$ cat config.mk
export PLATFORM = sky130hd
export DESIGN_NAME = arb_requester_flat
export DESIGN_NICKNAME = d
export VERILOG_FILES = /design/src/rtl/maze_arb_pkg.sv /design/src/rtl/arb_requester_if.sv /design/src/rtl/arb_requester_sync_fifo.sv /design/src/rtl/arb_requester.sv /design/src/flat_wrapper.sv
export SDC_FILE = /design/constraint.sdc
export NUM_CORES = 1
export LEC_CHECK = 0
export ABC_CLOCK_PERIOD_IN_PS = 5030
export CAP_MARGIN = 15
export CORE_MARGIN = 2
export CORE_UTILIZATION = 26
export DETAILED_ROUTE_END_ITERATION = 10
export GPL_TIMING_DRIVEN = 0
export MAX_ROUTING_LAYER = met4
export SYNTH_ARGS = -nofsm -noshare
export SYNTH_HDL_FRONTEND = slang
export SYNTH_HIERARCHICAL = 1
export SYNTH_SLANG_ARGS = --single-unit
$ cat constraint.sdc
create_clock -name clk -period 5.03 [get_ports clk]
set_clock_uncertainty 0.1 [all_clocks]
set_input_delay 0.7545 -clock clk [delete_from_list [all_inputs] [get_ports clk]]
set_output_delay 0.7545 -clock clk [all_outputs]
set_load 0.1 [all_outputs]
$ cat src/rtl/maze_arb_pkg.sv
// maze_arb_pkg: shared types and constants for the MAZE arbiter request agents.
//   - pkt_t          : FIFO entry {qos, data} at the default payload width
//   - head_state_e   : head-of-queue state machine encoding
//   - age_w / cnt_w  : width helpers for the aging counter and FIFO occupancy
//   - DEFAULT_*      : default parameter values for the requester
package maze_arb_pkg;

    localparam int DEFAULT_DATA_W  = 32;
    localparam int DEFAULT_DEPTH   = 4;
    localparam int DEFAULT_AGE_MAX = 15;

    typedef struct packed {
        logic                      qos;
        logic [DEFAULT_DATA_W-1:0] data;
    } pkt_t;

    typedef enum logic [1:0] {
        HS_IDLE     = 2'd0,
        HS_WAIT     = 2'd1,
        HS_PROMOTED = 2'd2
    } head_state_e;

    // An AGE_MAX of 0 still needs a 1-bit counter so the declaration stays legal.
    function automatic int age_w(input int age_max);
        return (age_max < 1) ? 1 : $clog2(age_max + 1);
    endfunction

    // Occupancy spans 0..DEPTH inclusive, hence one bit more than the pointer.
    function automatic int cnt_w(input int depth);
        return $clog2(depth) + 1;
    endfunction

endpackage

$ cat src/rtl/arb_requester_if.sv
// arb_requester_if: handshake bundle between one arbiter input agent and its
// surroundings (upstream producer, arbiter, downstream consumer).
//   slave  modport : the requester itself
//   master modport : the environment driving it
//   in_valid/in_ready/in_data/in_qos : upstream packet push
//   req/qos/gnt                      : arbiter request, QoS and grant
//   out_valid/out_data               : packet handed downstream on grant
//   promoted                         : head packet currently aged-promoted
interface arb_requester_if
    import maze_arb_pkg::*;
#(
    parameter int DATA_W = DEFAULT_DATA_W
) ();

    logic              in_valid;
    logic              in_ready;
    logic [DATA_W-1:0] in_data;
    logic              in_qos;
    logic              req;
    logic              qos;
    logic              gnt;
    logic              out_valid;
    logic [DATA_W-1:0] out_data;
    logic              promoted;

    modport slave (
        input  in_valid, in_data, in_qos, gnt,
        output in_ready, req, qos, out_valid, out_data, promoted
    );

    modport master (
        output in_valid, in_data, in_qos, gnt,
        input  in_ready, req, qos, out_valid, out_data, promoted
    );

endinterface

$ cat src/rtl/arb_requester_sync_fifo.sv
// sync_fifo: generic single-clock FIFO, DEPTH x WIDTH, DEPTH a power of two.
//   clk, rst  : clock, asynchronous active-high reset
//   i_push    : write i_wdata at the tail (ignored when full)
//   i_pop     : retire the head (ignored when empty)
//   o_rdata   : current head entry (meaningful only when not empty)
//   o_full, o_empty, o_count : occupancy status from the registered count
module sync_fifo
    import maze_arb_pkg::*;
#(
    parameter int WIDTH = DEFAULT_DATA_W + 1,
    parameter int DEPTH = DEFAULT_DEPTH
) (
    input  logic                   clk,
    input  logic                   rst,
    input  logic                   i_push,
    input  logic [WIDTH-1:0]       i_wdata,
    input  logic                   i_pop,
    output logic [WIDTH-1:0]       o_rdata,
    output logic                   o_full,
    output logic                   o_empty,
    output logic [$clog2(DEPTH):0] o_count
);

    localparam int PTR_W = $clog2(DEPTH);
    localparam int CNT_W = cnt_w(DEPTH);

    logic [WIDTH-1:0] r_mem [DEPTH];
    logic [PTR_W-1:0] r_wr_ptr;
    logic [PTR_W-1:0] r_rd_ptr;
    logic [CNT_W-1:0] r_count;
    logic             w_push;
    logic             w_pop;

    assign w_push = i_push & ~o_full;
    assign w_pop  = i_pop & ~o_empty;

    // Pointers are exactly log2(DEPTH) bits, so the increment wraps modulo DEPTH.
    always_ff @(posedge clk or posedge rst) begin
        if (rst) begin
            r_wr_ptr <= '0;
            r_rd_ptr <= '0;
            r_count  <= '0;
        end else begin
            if (w_push) r_wr_ptr <= r_wr_ptr + PTR_W'(1);
            if (w_pop)  r_rd_ptr <= r_rd_ptr + PTR_W'(1);
            case ({w_push, w_pop})
                2'b10:   r_count <= r_count + CNT_W'(1);
                2'b01:   r_count <= r_count - CNT_W'(1);
                default: r_count <= r_count;
            endcase
        end
    end

    // Storage is not reset; the occupancy count alone decides what is valid.
    always_ff @(posedge clk) begin
        if (w_push) r_mem[r_wr_ptr] <= i_wdata;
    end

    assign o_rdata = r_mem[r_rd_ptr];
    assign o_full  = (r_count == CNT_W'(DEPTH));
    assign o_empty = (r_count == '0);
    assign o_count = r_count;

endmodule

$ cat src/rtl/arb_requester.sv
// arb_requester: per-input request agent for the MAZE QoS arbiter. Buffers
// packets, requests the arbiter with the head packet, dequeues on grant and
// ages a denied head so it is promoted to high QoS after AGE_MAX cycles.
//   clk, rst : clock, asynchronous active-high reset
//   bus      : arb_requester_if.slave (push, req/qos/gnt, out, promoted)
//
// Head FSM:
//   state       | meaning
//   HS_IDLE     | FIFO empty, no request
//   HS_WAIT     | head requesting, not yet aged out
//   HS_PROMOTED | head denied for AGE_MAX cycles, forced to high QoS
module arb_requester
    import maze_arb_pkg::*;
#(
    parameter int DATA_W  = DEFAULT_DATA_W,
    parameter int DEPTH   = DEFAULT_DEPTH,
    parameter int AGE_MAX = DEFAULT_AGE_MAX
) (
    input logic            clk,
    input logic            rst,
    arb_requester_if.slave bus
);

    localparam int   AGE_W    = age_w(AGE_MAX);
    localparam int   CNT_W    = cnt_w(DEPTH);
    localparam logic AGING_EN = (AGE_MAX != 0);
    localparam logic [AGE_W-1:0] AGE_LIM = AGE_W'(AGE_MAX);

    typedef struct packed {
        logic              qos;
        logic [DATA_W-1:0] data;
    } entry_t;

    entry_t           w_wdata;
    entry_t           w_head;
    logic             w_full;
    logic             w_empty;
    logic [CNT_W-1:0] w_count;
    logic             w_push;
    logic             w_pop;
    logic             w_req;
    logic             w_still_busy;
    logic             w_promoted;
    logic [AGE_W-1:0] w_wait_nxt;
    logic [AGE_W-1:0] r_wait_cnt;
    head_state_e      r_state;
    head_state_e      w_state_nxt;

    assign w_wdata = '{qos: bus.in_qos, data: bus.in_data};
    assign w_push  = bus.in_valid & ~w_full;
    assign w_req   = ~w_empty;
    assign w_pop   = w_req & bus.gnt;

    sync_fifo #(
        .WIDTH (DATA_W + 1),
        .DEPTH (DEPTH)
    ) u_fifo (
        .clk     (clk),
        .rst     (rst),
        .i_push  (w_push),
        .i_wdata (w_wdata),
        .i_pop   (w_pop),
        .o_rdata (w_head),
        .o_full  (w_full),
        .o_empty (w_empty),
        .o_count (w_count)
    );

    // A pop leaves the queue non-empty unless it took the last entry with no
    // concurrent push (a push while full is blocked, but then DEPTH >= 2 remain).
    assign w_still_busy = (w_count != CNT_W'(1)) | w_push;

    always_comb begin
        w_wait_nxt = r_wait_cnt;
        if (w_pop) begin
            w_wait_nxt = '0;
        end else if (w_req && !bus.gnt && (r_wait_cnt != AGE_LIM)) begin
            w_wait_nxt = r_wait_cnt + AGE_W'(1);
        end
    end

    always_ff @(posedge clk or posedge rst) begin
        if (rst) begin
            r_wait_cnt <= '0;
        end else begin
            r_wait_cnt <= w_wait_nxt;
        end
    end

    always_ff @(posedge clk or posedge rst) begin
        if (rst) begin
            r_state <= HS_IDLE;
        end else begin
            r_state <= w_state_nxt;
        end
    end

    // PROMOTED tracks (req && wait_cnt == AGE_MAX) one-for-one, so the flag can
    // come straight from the state register.
    always_comb begin
        w_state_nxt = r_state;
        case (r_state)
            HS_IDLE: begin
                if (w_push) w_state_nxt = HS_WAIT;
            end
            HS_WAIT, HS_PROMOTED: begin
                if (w_pop) begin
                    w_state_nxt = w_still_busy ? HS_WAIT : HS_IDLE;
                end else if (AGING_EN && (w_wait_nxt == AGE_LIM)) begin
                    w_state_nxt = HS_PROMOTED;
                end
            end
            default: w_state_nxt = HS_IDLE;
        endcase
    end

    assign w_promoted    = (r_state == HS_PROMOTED);
    assign bus.in_ready  = ~w_full;
    assign bus.req       = w_req;
    assign bus.qos       = w_req & (w_head.qos | w_promoted);
    assign bus.out_valid = w_pop;
    assign bus.out_data  = w_pop ? w_head.data : '0;
    assign bus.promoted  = w_promoted;

endmodule

$ cat src/flat_wrapper.sv
// flat-port wrapper written by rule: the top's interface ports become plain ports
module arb_requester_flat import maze_arb_pkg::*;
#(
    parameter int DATA_W  = DEFAULT_DATA_W,
    parameter int DEPTH   = DEFAULT_DEPTH,
    parameter int AGE_MAX = DEFAULT_AGE_MAX
)
  (clk, rst, bus_in_valid, bus_in_data, bus_in_qos, bus_gnt, bus_in_ready, bus_req, bus_qos, bus_out_valid, bus_out_data, bus_promoted);
  arb_requester_if #(.DATA_W(DATA_W)) bus_i ();
  input logic clk;
  input logic rst;
  input wire logic [$bits(bus_i.in_valid)-1:0] bus_in_valid;
  input wire logic [$bits(bus_i.in_data)-1:0] bus_in_data;
  input wire logic [$bits(bus_i.in_qos)-1:0] bus_in_qos;
  input wire logic [$bits(bus_i.gnt)-1:0] bus_gnt;
  output wire logic [$bits(bus_i.in_ready)-1:0] bus_in_ready;
  output wire logic [$bits(bus_i.req)-1:0] bus_req;
  output wire logic [$bits(bus_i.qos)-1:0] bus_qos;
  output wire logic [$bits(bus_i.out_valid)-1:0] bus_out_valid;
  output wire logic [$bits(bus_i.out_data)-1:0] bus_out_data;
  output wire logic [$bits(bus_i.promoted)-1:0] bus_promoted;
  assign bus_i.in_valid = bus_in_valid;
  assign bus_i.in_data = bus_in_data;
  assign bus_i.in_qos = bus_in_qos;
  assign bus_i.gnt = bus_gnt;
  assign bus_in_ready = bus_i.in_ready;
  assign bus_req = bus_i.req;
  assign bus_qos = bus_i.qos;
  assign bus_out_valid = bus_i.out_valid;
  assign bus_out_data = bus_i.out_data;
  assign bus_promoted = bus_i.promoted;
  arb_requester #(.DATA_W(DATA_W), .DEPTH(DEPTH), .AGE_MAX(AGE_MAX)) u_core (.clk(clk), .rst(rst), .bus(bus_i));
endmodule
---- Word level (Yosys, flattened, before mapping) ----
Memories as Yosys holds them, arrays and structs flattened.
Index checks and enable logic that the tools add are counted.
operators by class
  reductions and logical operators ........ 8
  mux-type cells .......................... 11
  bitwise gates (word level) .............. 9
  eq/ne operators ......................... 10
  add/subtract/negate cells ............... 5
operators by type and width
  kind                                                                    number
  32-bit 2-to-1 mux                                                       1
  4-bit 2-to-1 mux                                                        2
  2-bit 2-to-1 mux                                                        3
  3-bit case mux with 2 select lines                                      1
  1-bit bitwise AND                                                       5
  2-bit by 1-bit adder with 2-bit output (second input constant)          2
  4-bit by 1-bit adder with 4-bit output (second input constant)          1
  2-bit by 1-bit equality test with 1-bit output (second input constant)  2
  2-bit equality test (second input constant)                             2
  4-bit equality test (second input constant)                             1
  4-bit != test (second input constant)                                   1
  2-bit case mux with 2 select lines                                      1
  3-bit by 1-bit adder with 3-bit output (second input constant)          1
  3-bit equality test (second input constant)                             1
  3-bit zero test                                                         1
  1-bit 2-to-1 mux                                                        3
  3-bit by 1-bit != test with 1-bit output (second input constant)        1
  3-bit by 2-bit != test with 1-bit output (second input constant)        1
  3-bit by 1-bit subtractor with 3-bit output (second input constant)     1
  1-bit logical AND                                                       2
  2-bit zero test                                                         1
  2-bit != test (second input constant)                                   1
  1-bit inverter                                                          2
  1-bit OR                                                                2
  4 further kinds                                                         4
storage, ports and cells
  bits in writable memories ............... 132
  memories ................................ 1
  input port bits ......................... 37
  output and inout bits ................... 37
  word-level logic and storage cells ...... 49
  bits in registers ....................... 13
memory list
  memory               depth  bits a word  read ports  clocked after memory_dff  wr ports  line                           source
  u_core.u_fifo.r_mem  4      33           1           0                         1         arb_requester_sync_fifo.sv:27  logic [WIDTH-1:0] r_mem [DEPTH];

---- Depth between registers and ports, before layout ----
Gate-level depths: netlist of the first run.
  depth in word-level cells ............... 10
  depth in mapped cells ................... 11
  depth with buffers taken out ............ 10

---- Modules after synthesis ----
The synthesis of the first run kept the hierarchy.
by module, submodules not included
  module         area each (um2)  times used  cells an instance  seq. area each (um2)
  sync_fifo      5,242.5          1           211                4,139.0
  arb_requester  710.7            1           89                 150.1

---- Least setup slack after synthesis of the first run ----
OpenSTA, ideal clock, no wires.
  path type ............................... input -> output
  from .................................... in bus_gnt
  to ...................................... out bus_out_data[22]
  arrival time ............................ 2.824 ns
  slack ................................... 1.352 ns
  required time ........................... 4.175 ns
  cell stages on the path ................. 4
  buffers on the path ..................... 1
  path through ............................ nand2b_1 > inv_2 > clkbuf_1 > and2_1
on the way
  cells in the longest elaborated chain, start to end .. 2
RTL lines
  element                  line                  source
  start, declared          flat_wrapper.sv:15    input wire logic [$bits(bus_i.gnt)-1:0] bus_gnt;
  1-bit bitwise AND        arb_requester.sv:52   assign w_pop = w_req & bus.gnt;
  named net bus_out_valid  flat_wrapper.sv:19    output wire logic [$bits(bus_i.out_valid)-1:0] bus_out_valid;
  32-bit 2-to-1 mux        arb_requester.sv:122  assign bus.out_data = w_pop ? w_head.data : '0;
  end, declared            flat_wrapper.sv:20    output wire logic [$bits(bus_i.out_data)-1:0] bus_out_data;
The timed path passes the listed nets, and every way through them passes these cells.

---- Worst setup path in the final report of the first run ----
  from .................................... in bus_gnt
  to ...................................... out bus_out_data[22]
on the way
  cells in the longest elaborated chain, start to end .. 2
RTL lines
  element            line
  1-bit bitwise AND  arb_requester.sv:52
  32-bit 2-to-1 mux  arb_requester.sv:122
Every way passes these cells.

==> results of run 1 <==
[worst paths after layout]
check / to
max reg2reg: u_core/u_fifo/o_count[2]
max: bus_out_data[22]
min reg2reg: u_core/u_fifo/o_count[2]
min in group asynchronous: u_core/r_state[0]
min: u_core/u_fifo/o_count[2]
max in group asynchronous: u_core/u_fifo/r_wr_ptr[0]
[per-layer routing]
metal,track usage [%],vias up,part of all wire [%]
li1,-,1369,-
met1,12.6,1538,43
met2,17.5,67,51
met3,3.29,15,4.2
met4,3.93,0,1.2
met5,-,-,0
[stage by stage]
step / worst slack (ns) / cells
floorplan: 1.35 / 300
global placement: 0.575 / 658
detailed placement: 0.505 / 662
CTS: 0.502 / 694
global route: 0.372 / 694
finish: 0.623 / 694
[layout by cell type (no fill, tap or decap), types with 4 or more instances in the layout]
| cell | Yosys | layout |
|---|---|---|
| clkinvlp_4 | 0 | 5 |
| clkbuf_1 | 3 | 5 |
| clkbuf_16 | 0 | 17 |
| buf_12 | 3 | 7 |
| and2_2 | 0 | 4 |
| edfxtp_1 | 132 | 132 |
| dfrtp_1 | 13 | 13 |
| ha_1 | 9 | 9 |
| and2_1 | 36 | 32 |
| mux4_1 | 5 | 5 |
| clkdlybuf4s50_1 | 0 | 73 |
| buf_2 | 4 | 4 |
| nor2_1 | 6 | 6 |
| inv_1 | 14 | 14 |
| mux4_2 | 28 | 28 |
[layout make-up]
class,count,area [sq um],share of cell area (%)
Sequential cell,145,4290,55.6
Clock buffer,19,433,5.61
Clock inverter,13,161,2.09
Multi-Input combinational cell,127,1490,19.4
Timing Repair Buffer,77,811,10.5
Buffer,13,119,1.54
Inverter,15,56.3,0.729
Tap cell,285,357,4.62
[sequential cells by signal, indices dropped and copies added (netlist names)]
signal,count
u_core/u_fifo/r_mem,132
u_core/u_fifo/r_rd_ptr,2
u_core/r_state,2
u_core/r_wait_cnt,4
u_core/u_fifo/r_wr_ptr,2
u_core/u_fifo/o_count,3
[power breakdown]
part           switching [mW]  internal [mW]  total, mW
registers              0.0811           1.60       1.68
logic                    1.53          0.784       2.31
clock network           0.473          0.780       1.25
total                    2.08           3.17       5.25
[kinds of logic after synthesis]
logic type / share of synthesized area (%)
flops: 72.0
simple gates: 6.81
mux: 13.6
buf+inv: 2.94
compound gates: 1.51
fa+ha+maj: 2.23
xor+xnor: 0.883
==> run metrics, run 1 <==
initial antenna violation count 0; # fillers approximately 2,100; Slew headroom a little under a third; largest net degree at the start of global routing 23; Worst Hold Class reg2reg; Post-CTS Hold Fix Bufs 0; first-pass GRT wire length 18.3 mm; Crit path required time 4.18 ns; Starting DRT DRC Count 148; Worst-Skew Late Latency a little over 0.4 ns; unrepaired setup endpoints after global routing false; total CTS buffers 17; CP Buf/Inv Count 4; full die area 0.0241 sq mm; WHS 0.453 ns; Top FF cell, synth edfxtp_1; DIE WIDTH between 150 and 200 um; cell area after synthesis slightly below 0.006 sq mm; Sum Neg Setup Slack 0 ns; peak supply drop 320 uV; Worst path slowest cell clkdlybuf4s50_1; CP top delay family buffers and inverters; Syn Area/Cell 19.8 sq um; hold path depth 1; Critical Path AT 3.55 ns; number of global-route vias before repair around 3,300; GPL Wtd Cong 0.725; DP Wirelength 7.79 mm; n_diodes 0; ANT nets after route 0; fin crit share 87.6%; first drt pass iteration count 4; Via-to-Cell Ratio 4.31; Startpoint Class primary input; dpl cell area 0.00713 sq mm; Final Max Tran Viols 0; Setup violations, final 0; Yosys top cell by area edfxtp_1; drc violations 0; post_cts resized 0; Syn-to-layout area delta 29.7%; layout cells sized above 1 approximately a fifth; CP Launch Point bus_gnt; Worst R2R Setup Slack 1.96 ns; total stage count of the critical path 6; I/O pin cnt 74; Final min period 4.41 ns; Final Hold Viols 0; Register-to-Register Path Depth 11; layout net count roughly 440; final core utilization 34.2%; R2R Path Start u_core/u_fifo/o_count[0]; Post-synth EDFFs 132; Die H 155 um; CP Class in2out; Seq/Total Area, Yosys 72.0%; slew of the pin with the lowest slew margin 1.03 ns; row count 55; routed wire length 11.7 mm; largest cells by area after synthesis edfxtp_1, mux4_2, dfrtp_1; CTS tree yes; Max Cap Viol 0; number of clock sinks 145; H-tree depth 4; top cells by count, synth edfxtp_1, and2_1, mux4_2; CP most frequent cell clkdlybuf4s50_1; #FFs+latches synth ~150; Post-Synthesis Cells 300; status complete, no violations; Finished Cell Area slightly below 0.008 sq mm; average routed wire per standard cell 16.9 um; Post-CTS Setup Inserts 0; DR vias 2,989; async set or reset register ratio after synthesis 8.97%; most common cell in the netlist edfxtp_1; CP max stage delay 1.14 ns; Root Driver clkbuf_16; syn nets ~350; Max Freq 227 MHz; Overall Global Routing Usage between 10% and 20%; GRT Residual Overflow 0; Max Buffers Root-to-Sink 2; HP Start u_core/u_fifo/o_count[2]; total power approximately 5.2 mW; Static Leak 2.60 nW; endpoint type of the worst setup path output port; Pwr Density 680 mW/mm^2; Crit Path Max Fanout 11; Core ar. 0.0226 sq mm; IO buf count 73; post-synth cell types 44; top-area cell type share of the netlist area around 67%; yosys warns 6; CTS clock-pin slew for the worst setup and hold paths approximately 0.06 ns; Initial Util a little over a quarter; critical-path cell list clkdlybuf4s50_1, nand2b_1, inv_2, clkbuf_1, and2_1, clkdlybuf4s50_1
No activity file was read; power rests on OpenSTA's default activity.
==> run 2, diff against run 1 <==
Settings changed: CORE_MARGIN 2 to unset.
==> run 2 against run 1 <==
First-iteration DRC count is 26% higher. Clock power hardly changed. Critical endpoint is now bus_out_data[24]. Die area is 2.6% lower. Largest power group unchanged. Combinational power hardly changed. Via count is 0.50% higher. Critical path depth stayed put. Critical path type unchanged. Routed wire length is 3.4% higher. Register-to-register slack worse by 0.12 ns. Largest cell class unchanged.
==> run metrics, run 2 (synthesis gave the netlist of run 1 again) <==
DIE WIDTH 153 um; CP Class in2out; Final Max Tran Viols 0; HP Start u_core/r_state[0]; average routed wire per standard cell ~18 um; routed wire length 12.1 mm; IO buf count 73; Final Hold Viols 0; # fillers 2,099; Hold EP u_core/r_state[0]; Setup violations, final 0; DP Wirelength 7.80 mm; row count 54; Gate power share 44.1%; Worst Hold Class reg2reg; largest reg by FF count u_core/u_fifo/r_mem; status complete, no violations; Worst-Skew Late Latency 0.41 ns; Slew headroom ~33%; P_sw between 2 and 2.5 mW; Reg2Reg Capture Point u_core/u_fifo/o_count[2]; most frequent cells in the layout edfxtp_1, clkdlybuf4s50_1, and2_1; peak supply drop 273 uV; total CTS buffers 17; first drt pass iteration count 4; number of global-route vias before repair between 3,000 and 4,000; H-tree depth 4; full die area 0.0235 sq mm; CP top delay family buffers and inverters; Core ar. about 0.022 sq mm; Crit Path Max Fanout 11; max reg flops 132; Crit path required time 4.18 ns; Initial Util 26.9%; number of clock sinks 145; sw frac 39.9%; ANT nets after route 0; Finished Layout Cells 689; Starting DRT DRC Count 187; Final min period 4.40 ns; hold path depth 1; I/O pin cnt 74; Max Freq between 200 and 250 MHz; GPL Wtd Cong 0.703; Startpoint Class primary input; first-pass GRT wire length approximately 19 mm; unrepaired setup endpoints after global routing false; final core utilization roughly a third; CTS clock-pin slew for the worst setup and hold paths 0.05 ns; Worst path slowest cell clkdlybuf4s50_1; slew of the pin with the lowest slew margin 1.00 ns; GRT Residual Overflow 0; Max Buffers Root-to-Sink 2; CP max stage delay between 1 and 1.5 ns; Sum Neg Setup Slack 0 ns; Pwr Density 684 mW/mm^2; CTS tree yes; R2R Path Start u_core/u_fifo/o_count[0]; Static Leak 2.61 nW; Max Cap Viol 0; Root Driver clkbuf_16; critical-path cell list clkdlybuf4s50_1, nand2b_1, inv_2, clkbuf_1, and2_1, clkdlybuf4s50_1; commonest non-fill, non-tap cell in the layout edfxtp_1; largest net degree at the start of global routing 22; CP Buf/Inv Count 4; Post-CTS Hold Fix Bufs 0; Critical Path AT 3.55 ns; Die H about 150 um; register share of total power a little under a third; Int Pwr 3.17 mW; Register-to-Register Path Depth 11; clock power share 24.0%; initial antenna violation count 1; Syn-to-layout area delta 29.6%; Post-CTS Setup Inserts 0; layout cells sized above 1 21.1%; Via-to-Cell Ratio 4.36; fin crit share 87.5%; post_cts resized 0; endpoint type of the worst setup path output port; placed cells 657; CP Launch Point bus_gnt; DR vias 3,004; Worst R2R Setup Slack 1.84 ns; drc violations 0; layout net count between 400 and 500; Overall Global Routing Usage between 10% and 20%; CP most frequent cell clkdlybuf4s50_1; WHS 0.458 ns
## run 2: cell type report
type	instances	area, sq um	share of cell area (%)
buffer	13	119	1.54
timing repair buffer	77	811	10.5
multi-input combinational	127	1490	19.4
clock inverter	12	158	2.04
antenna	1	2.50	0.0324
clock buffer	19	433	5.61
tap	280	350	4.54
sequential	145	4290	55.6
inverter	15	56.3	0.730
## run 2: worst reg2reg max path: cells and delay by family (launching register included)
| family | cells | cell delay (ns) |
|---|---|---|
| simple gates | 3 | 0.45 |
| compound gates | 1 | 0.34 |
| flops | 1 | 0.45 |
| buf+inv | 3 | 0.81 |
| fa+ha+maj | 2 | 0.60 |
| xor+xnor | 2 | 0.35 |
## run 2: stage by stage
stage	instance area [sq um]	power (mW)	setup WS, ns
6_report	7710	5.27	0.629
5_1_grt	7710	5.52	0.449
4_1_cts	7710	5.36	0.555
2_1_floorplan	5950	3.46	1.35
3_3_place_gp	7030	3.98	0.610
3_5_place_dp	7120	4.06	0.560
## run 2: how the worst max path moves through the flow
| stage | end | depth (start not counted) | slack (ns) |
|---|---|---|---|
| 2_1_floorplan | bus_out_data[22] | 4 | 1.35 |
| 5_1_grt | bus_out_data[24] | 6 | 0.45 |
| 4_1_cts | bus_out_data[24] | 6 | 0.55 |
| 3_3_place_gp | bus_out_data[24] | 6 | 0.61 |
| 3_5_place_dp | bus_out_data[24] | 6 | 0.56 |
| 6_report | bus_out_data[24] | 6 | 0.63 |
## run 2: per-layer routing
metal	global-route usage (%)	vias up	part of all wire (%)
met2	18.4	68	50
met4	4.18	0	1.4
met5	-	-	0
li1	-	1376	-
met1	13.6	1546	44
met3	3.54	14	4.3
## run 2: power by group through the flow
stage          sequential [mW]  combinational, mW  clock [mW]
6_report                  1.68               2.32        1.27
5_1_grt                   1.71               2.46        1.35
4_1_cts                   1.69               2.37        1.30
3_5_place_dp              1.71               2.35           0
3_3_place_gp              1.71               2.27           0
2_1_floorplan             1.69               1.77           0
